## src/rtl/motor_pkg.sv

```systemverilog
// Shared types and defaults for the multi-channel motor sequencer.
package motor_pkg;

  typedef enum logic [2:0] {
    EVAL    = 3'd0,
    WAIT_UP = 3'd1,
    MOVE_UP = 3'd2,
    WAIT_DN = 3'd3,
    MOVE_DN = 3'd4,
    FAULT   = 3'd5
  } ch_state_t;

  localparam int MOTOR_TIMEOUT_DEFAULT = 1000;

endpackage

```

## src/rtl/motor_ch.sv

```systemverilog
// One motor channel: press-to-travel toward the opposite limit, press-to-abort,
// fault on travel timeout or contradictory limits. Outputs registered from next state.
module motor_ch
  import motor_pkg::*;
#(
  parameter int TIMEOUT = MOTOR_TIMEOUT_DEFAULT
) (
  input  logic clk,
  input  logic rst_n,
  input  logic activate,
  input  logic up_limit,
  input  logic dn_limit,
  input  logic fault_clr,
  output logic motor_up,
  output logic motor_dn,
  output logic fault
);

  localparam int TW = $clog2(TIMEOUT);
  localparam logic [TW-1:0] T_LAST = TW'(TIMEOUT - 1);

  ch_state_t     state, state_n;
  logic [TW-1:0] timer, timer_n;
  logic          act_q;
  logic          act_pulse;

  assign act_pulse = activate & ~act_q;

  always_ff @(posedge clk or negedge rst_n) begin
    if (!rst_n) begin
      state    <= EVAL;
      timer    <= '0;
      act_q    <= 1'b0;
      motor_up <= 1'b0;
      motor_dn <= 1'b0;
      fault    <= 1'b0;
    end else begin
      state    <= state_n;
      timer    <= timer_n;
      act_q    <= activate;
      motor_up <= (state_n == MOVE_UP);
      motor_dn <= (state_n == MOVE_DN);
      fault    <= (state_n == FAULT);
    end
  end

  // Timer defaults to 0 so it is cleared on every exit and held outside travel.
  always_comb begin
    state_n = state;
    timer_n = '0;
    case (state)
      EVAL: begin
        if (up_limit && dn_limit) state_n = FAULT;
        else if (up_limit)        state_n = WAIT_DN;
        else                      state_n = WAIT_UP;
      end
      WAIT_UP: begin
        if (up_limit)       state_n = EVAL;
        else if (act_pulse) state_n = MOVE_UP;
      end
      WAIT_DN: begin
        if (dn_limit)       state_n = EVAL;
        else if (act_pulse) state_n = MOVE_DN;
      end
      MOVE_UP: begin
        if (up_limit && dn_limit) state_n = FAULT;
        else if (up_limit)        state_n = EVAL;
        else if (timer == T_LAST) state_n = FAULT;
        else if (act_pulse)       state_n = WAIT_DN;
        else                      timer_n = timer + TW'(1);
      end
      MOVE_DN: begin
        if (up_limit && dn_limit) state_n = FAULT;
        else if (dn_limit)        state_n = EVAL;
        else if (timer == T_LAST) state_n = FAULT;
        else if (act_pulse)       state_n = WAIT_UP;
        else                      timer_n = timer + TW'(1);
      end
      FAULT: begin
        if (fault_clr) state_n = EVAL;
      end
      default: state_n = EVAL;
    endcase
  end

endmodule

```

## src/rtl/motor_ctrl_multi.sv

```systemverilog
// N_CH independent motor channels; no shared state between them.
module motor_ctrl_multi
  import motor_pkg::*;
#(
  parameter int N_CH    = 4,
  parameter int TIMEOUT = MOTOR_TIMEOUT_DEFAULT
) (
  input  logic            clk,
  input  logic            rst_n,
  input  logic [N_CH-1:0] activate,
  input  logic [N_CH-1:0] up_limit,
  input  logic [N_CH-1:0] dn_limit,
  input  logic [N_CH-1:0] fault_clr,
  output logic [N_CH-1:0] motor_up,
  output logic [N_CH-1:0] motor_dn,
  output logic [N_CH-1:0] fault
);

  for (genvar i = 0; i < N_CH; i++) begin : g_ch
    motor_ch #(.TIMEOUT(TIMEOUT)) u_ch (
      .clk       (clk),
      .rst_n     (rst_n),
      .activate  (activate[i]),
      .up_limit  (up_limit[i]),
      .dn_limit  (dn_limit[i]),
      .fault_clr (fault_clr[i]),
      .motor_up  (motor_up[i]),
      .motor_dn  (motor_dn[i]),
      .fault     (fault[i])
    );
  end

endmodule

```

## config.mk

```make
export PLATFORM = sky130hd
export DESIGN_NAME = motor_ctrl_multi
export DESIGN_NICKNAME = d
export VERILOG_FILES = /design/src/rtl/motor_pkg.sv /design/src/rtl/motor_ch.sv /design/src/rtl/motor_ctrl_multi.sv
export SDC_FILE = /design/constraint.sdc
export NUM_CORES = 1
export LEC_CHECK = 0
export CORE_ASPECT_RATIO = 1.75
export CORE_UTILIZATION = 61
export DETAILED_ROUTE_END_ITERATION = 10
export PLACE_DENSITY = 0.93
export SYNTH_ARGS = -nofsm -noshare
export SYNTH_HDL_FRONTEND = slang
export SYNTH_SLANG_ARGS = --single-unit
```

## constraint.sdc

```tcl
create_clock -name clk -period 2.9 [get_ports clk]
set_input_delay 0.725 -clock clk [delete_from_list [all_inputs] [get_ports clk]]
set_output_delay 0.725 -clock clk [all_outputs]
set_load 0.01 [all_outputs]
```

==> flow_summary.yaml, run 1 <==
status:
  status: "completed"
floorplanning:
  initial_utilization_pct: 63.64
  top_level_ports: 30
  fp-row-count: 36
  die_y_um: 103.4
  dieWidth_um: 59.94
  coreArea_mm2: 0.005630
  fp.dieArea_mm2: 0.006197
clock_tree:
  clock-sinks: 68
  htree_num_levels: 3
  clockBufferDepth: 2
  clk_pin_slew_worst_paths_ns: 0.08
  cts_tree: "built"
  cts_made_buffers: 9
  clock_latency_ns: 0.35
  cts_root_buf: "clkbuf_8"
  cts_resized: 0
  post-cts-setup-buffer-count: 0
  cts_hold_buf: 0
critical_path:
  crit_end: "g_ch[2].u_ch.timer[8]"
  path_class: "input port to register"
  end_kind: "register"
  critPathLaunch: "up_limit[2]"
  cp.required_ns: 3.18
  start_kind: "input port"
  worstReg2RegStart: "g_ch[0].u_ch.timer[0]"
  ff2ff_path_depth: 6
  cp_data_arrival_time_ns: 2.50
  worst-r2r-setup-slack_ns: 1.08
  cp_max_fo: 9
  rr_endpoint: "g_ch[0].u_ch.motor_dn"
place:
  place.gp.congestion: 0.8121
  place_area_mm2: 0.003839
  dp_slack_ns: 0.3267
  hpwlAfterDp_um: 4962
  port_buffers: 29
synthesis:
  synth_cells: 366
  syn_avg_cell_area_um2: 9.791
  synth_cell_types: 53
  seq_area_frac_synth_pct: 47.49
  yosys_warnings: 0
  ys_seq_elements: 68
  yosysTopAreaCell: "dfrtp_1"
  ys_async_sr_fraction_pct: 100.0
  synth_area_leaders: "dfrtp_1 (47%), nor2_1 (5.4%), xnor2_1 (4.6%)"
  ys.flop_type: "dfrtp_1"
  netlist_area_mm2: 0.003583
  syn_nets: 388
  synth.top_cell.area_share_pct: 47.49
  synth_edf_count: 0
timing:
  finalHoldViolations: 0
  whs_ns: 0.4019
  fin_skew_ns: 0.01113
  rsz0062_at_grt: "no"
  slew_viol_final: 0
  min_period_ns: 2.222
  tightest_slew_ns: 0.6629
  max_freq_mhz: 449.9
  slew_headroom_pct: 55.81
  fin_ws_ns: 0.6775
  setup_viol: 0
  fin_tns_setup_ns: 0
  period_share_pct: 76.64
layout:
  fin_area_mm2: 0.004044
  multiInputGateArea_mm2: 0.001695
  drive_gt1_share_pct: 10.23
  utilization_pct: 71.82
  regArea_mm2: 0.001702
  fin_nets: 408
  n_fill_cell: 403
  area_growth_pct: 12.85
  diodes: 0
global_route:
  track_usage_pct: 25.90
  grt_overflow: 0
  antenna_found_initial: 0
  grt_pass1_vias: 2695
  grt_start_max_net_pins: 42
  grt_pass1_wl_um: 11720
drt:
  vias_per_cell: 5.867
  wl_um: 7190
  vias: 2740
  drt_first_pass_iters: 4
  ant_nets: 0
  drt_iter0_drc: 195
  post_drt_wl_per_cell_um: 15.40
  drc: 0
power_and_ir_drop:
  p_leak_nw: 1.697
  pwr_density_cell_mw_per_mm2: 702.2
  peakVddDrop_uv: 626.9
min_path:
  hp-class: "input port to async pin"
flow_run:
  cap_violations: 0
cell type report:
cell class                      instances  area share [%]
Sequential cell                        68           42.08
Multi-Input combinational cell        266           41.92
Timing Repair Buffer                   30           7.550
Clock buffer                            9           3.063
Tap cell                               76           2.351
Clock inverter                          7           2.011
Inverter                               11           1.021
worst max-delay path: stages:
cell	delay, ns
clkdlybuf4s50_1	0.52
or3b_1	0.41
a21oi_2	0.17
nand2_1	0.09
or2_1	0.41
nor2_2	0.17
sequential cells by signal, summed over array words and instances (netlist names):
register            flops
g_ch.u_ch.motor_up      4
g_ch.u_ch.timer        40
g_ch.u_ch.motor_dn      4
g_ch.u_ch.act_q         4
g_ch.u_ch.state        12
g_ch.u_ch.fault         4
power by group:
group | leakage (nW) | internal [mW] | switching, mW
sequential | 0.921 | 1.09 | 0.199
clock | 0.101 | 0.408 | 0.390
combinational | 0.676 | 0.369 | 0.385
total | 1.70 | 1.87 | 0.973
placed cells by master, fill, tap and decap left out, drive strengths merged, types with 3 or more instances in the layout:
cell / count
a31oi: 8
clkbuf: 9
ha: 4
dfrtp: 68
nor4b: 7
nor2b: 14
nor3: 6
nand2b: 3
nor2: 61
nand2: 25
xnor2: 19
o21ai: 11
and3b: 4
clkdlybuf4s50: 28
nand3: 14
xor2: 13
inv: 14
nor3b: 6
or3b: 8
a32oi: 3
a211oi: 3
nand4: 5
nand4b: 3
and3: 11
a21oi: 9
nand3b: 6
worst min path at each step:
stage                     depth (start not counted)                     to                  start
final                                             1     g_ch[0].u_ch.act_q                  rst_n
after global routing                              1     g_ch[0].u_ch.act_q                  rst_n
after CTS                                         1     g_ch[0].u_ch.act_q                  rst_n
after detailed placement                          1  g_ch[0].u_ch.timer[0]  g_ch[0].u_ch.timer[0]
after global placement                            1  g_ch[0].u_ch.timer[0]  g_ch[0].u_ch.timer[0]
after floorplan                                   0     g_ch[0].u_ch.act_q                  rst_n
synth_stat cells (3+ instances only):
master and instances:
nand4b_1 3, or3b_2 4, nand3b_1 4, ha_1 4
a32oi_1 3, nor4b_1 7, inv_1 11, nor2_1 52
dfrtp_1 68, nor2_2 8, nand3_1 13, a21oi_1 6
nand2b_1 3, xor2_1 13, clkbuf_1 4, a31oi_1 8
o21ai_0 10, nand4_1 5, and3b_1 4, and3_1 11
xnor2_1 19, nor2b_1 14, a211oi_1 3, nor3b_1 6
a21oi_2 3, nand2_1 25, nor3_1 6, buf_4 13
or3b_1 4
cell families (layout without fill, tap and decap cells):
family	count (synthesis)	in the layout	share of synthesized area, %
buffers and inverters	32	57	5.202
DFF	68	68	47.49
AOI/OAI and AO/OA	44	44	8.450
muxes	2	2	0.5936
and+or+nand+nor	184	184	29.05
xor gates and xnor gates	32	32	7.821
adders and majority gates	4	4	1.397
routing by layer:
layer | part of all wire, % | GRT usage (%)
met5 | 0 | 0
met4 | 2.4 | 13.06
met3 | 3.1 | 5.348
met2 | 57 | 48.03
met1 | 37 | 26.48
metrics by stage:
stage,power (mW),instances
6_report,2.840,467
5_1_grt,2.997,467
4_1_cts,2.863,467
3_5_place_dp,2.055,451
3_3_place_gp,2.005,451
2_1_floorplan,1.853,366
Note: power is estimated with default switching activity, not from simulation.
==> run 2: changes to the inputs <==
- CORE_UTILIZATION: 61 -> 58
- PLACE_DENSITY: 0.93 -> 0.9
- clock period: 2.9 -> 2.3 ns (I/O delays scaled with it)
==> run 2 against run 1 <==
Net effect:
- critical endpoint is now g_ch[0].u_ch.timer[9]
- routed wire length shrank 3.8%
- critical path type unchanged
- hold slack got worse by 0.16 ns
- non-clock buffer count increased by 8
- combinational power increased by 28%
- sequential share of layout area down 1.1 points
- count of clock-buffer cells in the layout is 3 higher
- flip-flop and latch count unchanged
- largest cell class unchanged
==> flow_summary.yaml, run 2 (same netlist as run 1, synthesis figures left out) <==
global_route:
  grt_start_max_net_pins: 69
  grt_overflow: 0
  track_usage_pct: 23.55
  grt_pass1_wl_um: 11500
  grt_pass1_vias: 2683
  antenna_found_initial: 0
place:
  dp_slack_ns: 0.004976
  port_buffers: 29
  hpwlAfterDp_um: 4727
  place.gp.congestion: 0.8580
timing:
  fin_skew_ns: 0.006725
  fin_tns_setup_ns: 0
  fin_ws_ns: 0.3632
  min_period_ns: 1.937
  finalHoldViolations: 0
  max_freq_mhz: 516.3
  period_share_pct: 84.21
  slew_viol_final: 0
  rsz0062_at_grt: "no"
  slew_headroom_pct: 64.45
  setup_viol: 0
  tightest_slew_ns: 0.5332
drt:
  vias: 2687
  drt_first_pass_iters: 4
  post_drt_wl_per_cell_um: 14.50
  drt_iter0_drc: 114
  wl_um: 6917
  ant_nets: 0
  vias_per_cell: 5.633
  drc: 0
clock_tree:
  post-cts-setup-buffer-count: 0
  htree_num_levels: 3
  clockBufferDepth: 2
  clock-sinks: 68
  cts_made_buffers: 9
  cts_root_buf: "clkbuf_8"
  clk_pin_slew_worst_paths_ns: 0.07
  clock_latency_ns: 0.34
  cts_hold_buf: 0
  cts_resized: 0
  cts_tree: "built"
layout:
  area_growth_pct: 15.85
  final_common_cell: "dfrtp_1"
  drive_gt1_share_pct: 11.78
  n_fill_cell: 456
  diodes: 0
  regArea_mm2: 0.001702
  largest_reg_flops: 40
  top_regs: "g_ch.u_ch.timer (40), g_ch.u_ch.state (12)"
  final_cell_mix: "dfrtp_1 (68), nor2_1 (52), clkdlybuf4s50_1 (28)"
  regMostFlops: "g_ch.u_ch.timer"
  fin_nets: 416
  multiInputGateArea_mm2: 0.001695
critical_path:
  crit_slowest_cell: "clkdlybuf4s50_1"
  crit_family: "simple AND/OR/NAND/NOR gates"
  end_kind: "register"
  path_class: "input port to register"
  cp_max_fo: 10
  cp_cell_sequence: "clkdlybuf4s50_1 -> or3b_1 -> a21oi_2 -> nand3_2 -> nor2_1"
  cp_data_arrival_time_ns: 2.20
  slowest_delay_ns: 0.49
  cp.required_ns: 2.56
  path_buf_inv: 1
  start_kind: "input port"
floorplanning:
  coreArea_mm2: 0.005926
  die_y_um: 106.0
  initial_utilization_pct: 60.47
  fp.dieArea_mm2: 0.006509
  dieWidth_um: 61.42
  top_level_ports: 30
  fp-row-count: 37
flow_run:
  cap_violations: 0
power_and_ir_drop:
  p_leak_nw: 1.762
  peakVddDrop_uv: 640.6
  pwr_density_cell_mw_per_mm2: 912.8
status:
  status: "completed"
min_path:
  hp-class: "input port to async pin"
-- run 2: worst reg2reg max path, stage by stage, from the launching register on --
cell and delay, ns:
dfrtp_1 0.49, or3b_1 0.40, a21oi_2 0.17, nand2_1 0.09, or2_1 0.41, nor2_2 0.18
-- run 2: final timing paths --
path                       slack, ns                     to             startpoint  depth (start not counted)
max                             0.36  g_ch[0].u_ch.timer[9]            dn_limit[0]                          5
min                             0.24  g_ch[0].u_ch.state[2]                  rst_n                          2
max reg2reg                     0.50  g_ch[2].u_ch.timer[8]  g_ch[2].u_ch.state[1]                          5
min reg2reg                     0.46  g_ch[0].u_ch.timer[0]  g_ch[0].u_ch.timer[0]                          1
max in group asynchronous       1.76     g_ch[1].u_ch.act_q                  rst_n                          2
min in group clk                0.46  g_ch[0].u_ch.timer[0]  g_ch[0].u_ch.timer[0]                          1
-- run 2: area by class of cell --
cell class	instances	share of cell area (%)
flip-flops and latches	68	40.99
multi-input cells	266	40.84
repair buffers	38	8.800
clock buffers	12	3.737
well taps	78	2.351
clock inverters	4	2.291
inverters	11	0.9946
-- run 2: layer usage --
| metal | global-route usage (%) | vias up | part of all wire (%) |
|---|---|---|---|
| met5 | 0 | - | 0 |
| met2 | 40.76 | 59 | 54 |
| met3 | 5.839 | 16 | 3.8 |
| li1 | - | 1314 | - |
| met4 | 10.79 | 0 | 2.5 |
| met1 | 25.95 | 1298 | 40 |
-- run 2: metrics by stage --
stage               hold WS, ns  std cells  utilization, %  instance area (um^2)  power (mW)
CTS                      0.2487        477           70.06                  4151       3.820
global route             0.2661        477           70.06                  4151       4.006
floorplan                0.2794        366               -                  3583       2.337
global placement         0.4465        461           65.84                  3901       2.540
detailed placement       0.4505        461           65.84                  3901       2.594
finish                   0.2397        477           70.06                  4151       3.789
-- run 2: power breakdown --
| group | total, mW | internal, mW | switching [mW] |
|---|---|---|---|
| clock network | 1.21 | 0.778 | 0.432 |
| registers | 1.62 | 1.38 | 0.244 |
| logic | 0.961 | 0.477 | 0.483 |
| total | 3.79 | 2.63 | 1.16 |
==> RTL change: new RTL, settings of run 2 <==
Change the package constant `MOTOR_TIMEOUT_DEFAULT` from 1000 to 500.
--- a/src/rtl/motor_pkg.sv
+++ b/src/rtl/motor_pkg.sv
@@ -11,5 +11,5 @@
   } ch_state_t;
 
-  localparam int MOTOR_TIMEOUT_DEFAULT = 1000;
+  localparam int MOTOR_TIMEOUT_DEFAULT = 500;
 
 endpackage
Function: same outputs for any inputs over 4 cycles, from zero or initial values and one cycle with rst_n low; that may be too few to reach the edited logic, so the function may still have changed.
==> RTL change against run 2 <==
Wire length fell by 16%. Total power fell by 12%. Critical path type unchanged. Fmax rose by 1.3%. Sequential cell count fell by 4. Largest cell class unchanged. Synthesized area fell by 8.8%. Hold slack got worse by 0.0046 ns. Setup slack improved by 0.024 ns. Sequential share of layout area rose by 1.9 points. Final area fell by 10%. Die area fell by 8.6%.
==> RTL change: results (changes against run 2) <==
| Metric | Value |
|---|---|
| Outcome | `complete, no violations (unchanged)` |
| Register area | `1600 um^2 (was 1700 um^2)` |
| Biggest regs | `g_ch.u_ch.timer (36), g_ch.u_ch.state (12) (was g_ch.u_ch.timer (40), g_ch.u_ch.state (12))` |
| Buffers, non-clock | `33 (was 38)` |
| #MultiIn Comb | `238 (was 266)` |
| Placed wire-length estimate | `4240 um (was 4730 um)` |
| FFs & Latches | `64 (was 68)` |
| Net Sw Power | `1.11 mW (was 1.16 mW)` |
| Mapped Nets | `355 (was 388)` |
| Setup slack, reg-to-reg | `0.56 ns (was 0.50 ns)` |
| Lkg Pwr | `1.53 nW (was 1.76 nW)` |
| Initial DRC Count | `89 (was 114)` |
| P_seq | `1.55 mW (was 1.62 mW)` |
| Yosys cell types | `51 (was 53)` |
| Largest net degree at the start of global routing | `65 (was 69)` |
| Worst Setup EP | `g_ch[3].u_ch.timer[4] (was g_ch[0].u_ch.timer[9])` |
| Setup WS pre-CTS | `0.0316 ns (was 0.00498 ns)` |
| WP data arrival | `2.17 ns (was 2.20 ns)` |
| Layout fillers | `416 (was 456)` |
| R2r startpoint | `g_ch[0].u_ch.timer[0] (was g_ch[2].u_ch.state[1])` |
| NonClk Buf Share | `8.77% (was 8.80%)` |
| Worst r2r dst | `g_ch[0].u_ch.motor_up (was g_ch[2].u_ch.timer[8])` |
| Synth area leaders | `dfrtp_1 49%, nor2_1 5.9%, xnor2_1 5.4% (was dfrtp_1 47%, nor2_1 5.4%, xnor2_1 4.6%)` |
| Routed wl met3 | `167 um (was 263 um)` |
| Gr usage total | `22.6% (was 23.6%)` |
| Sequential area share after synthesis | `49.0% (was 47.5%)` |
| Final #Nets | `381 (was 416)` |
| Clk pwr share | `24.3% (was 31.9%)` |
| M1 GR Usage | `22.0% (was 25.9%)` |
| Wl on met1 | `2250 um (was 2740 um)` |
| Met3 usage | `5.24% (was 5.84%)` |
[RTL change: cell count changes after synthesis, sizes merged, moves of 5 or more]
cell	run 2	this run
xor2	13	8
nand2	25	19
nor4b	7	0
nor2b	14	9
or3b	8	2
nor2	61	51
nand2b	3	8
and3	11	6
[RTL change: per-stage QoR]
stage | util, % | instance area, um^2 | power [mW] | hold slack, ns | instances
floorplan | - | 3270 | 2.28 | 0.279 | 333
global placement | 66.8 | 3570 | 2.50 | 0.438 | 422
detailed placement | 66.8 | 3570 | 2.54 | 0.443 | 422
CTS | 70.0 | 3740 | 3.36 | 0.244 | 438
global route | 70.0 | 3740 | 3.54 | 0.280 | 438
finish | 70.0 | 3740 | 3.34 | 0.235 | 438
[RTL change: cell families after synthesis]
group / after synthesis / share of synthesized area (%)
AOI/OAI and AO/OA: 62 / 13.6
buffers and inverters: 31 / 5.06
adders and majority gates: 4 / 1.53
xor gates and xnor gates: 28 / 7.51
and+or+nand+nor: 144 / 23.3
DFF: 64 / 49.0
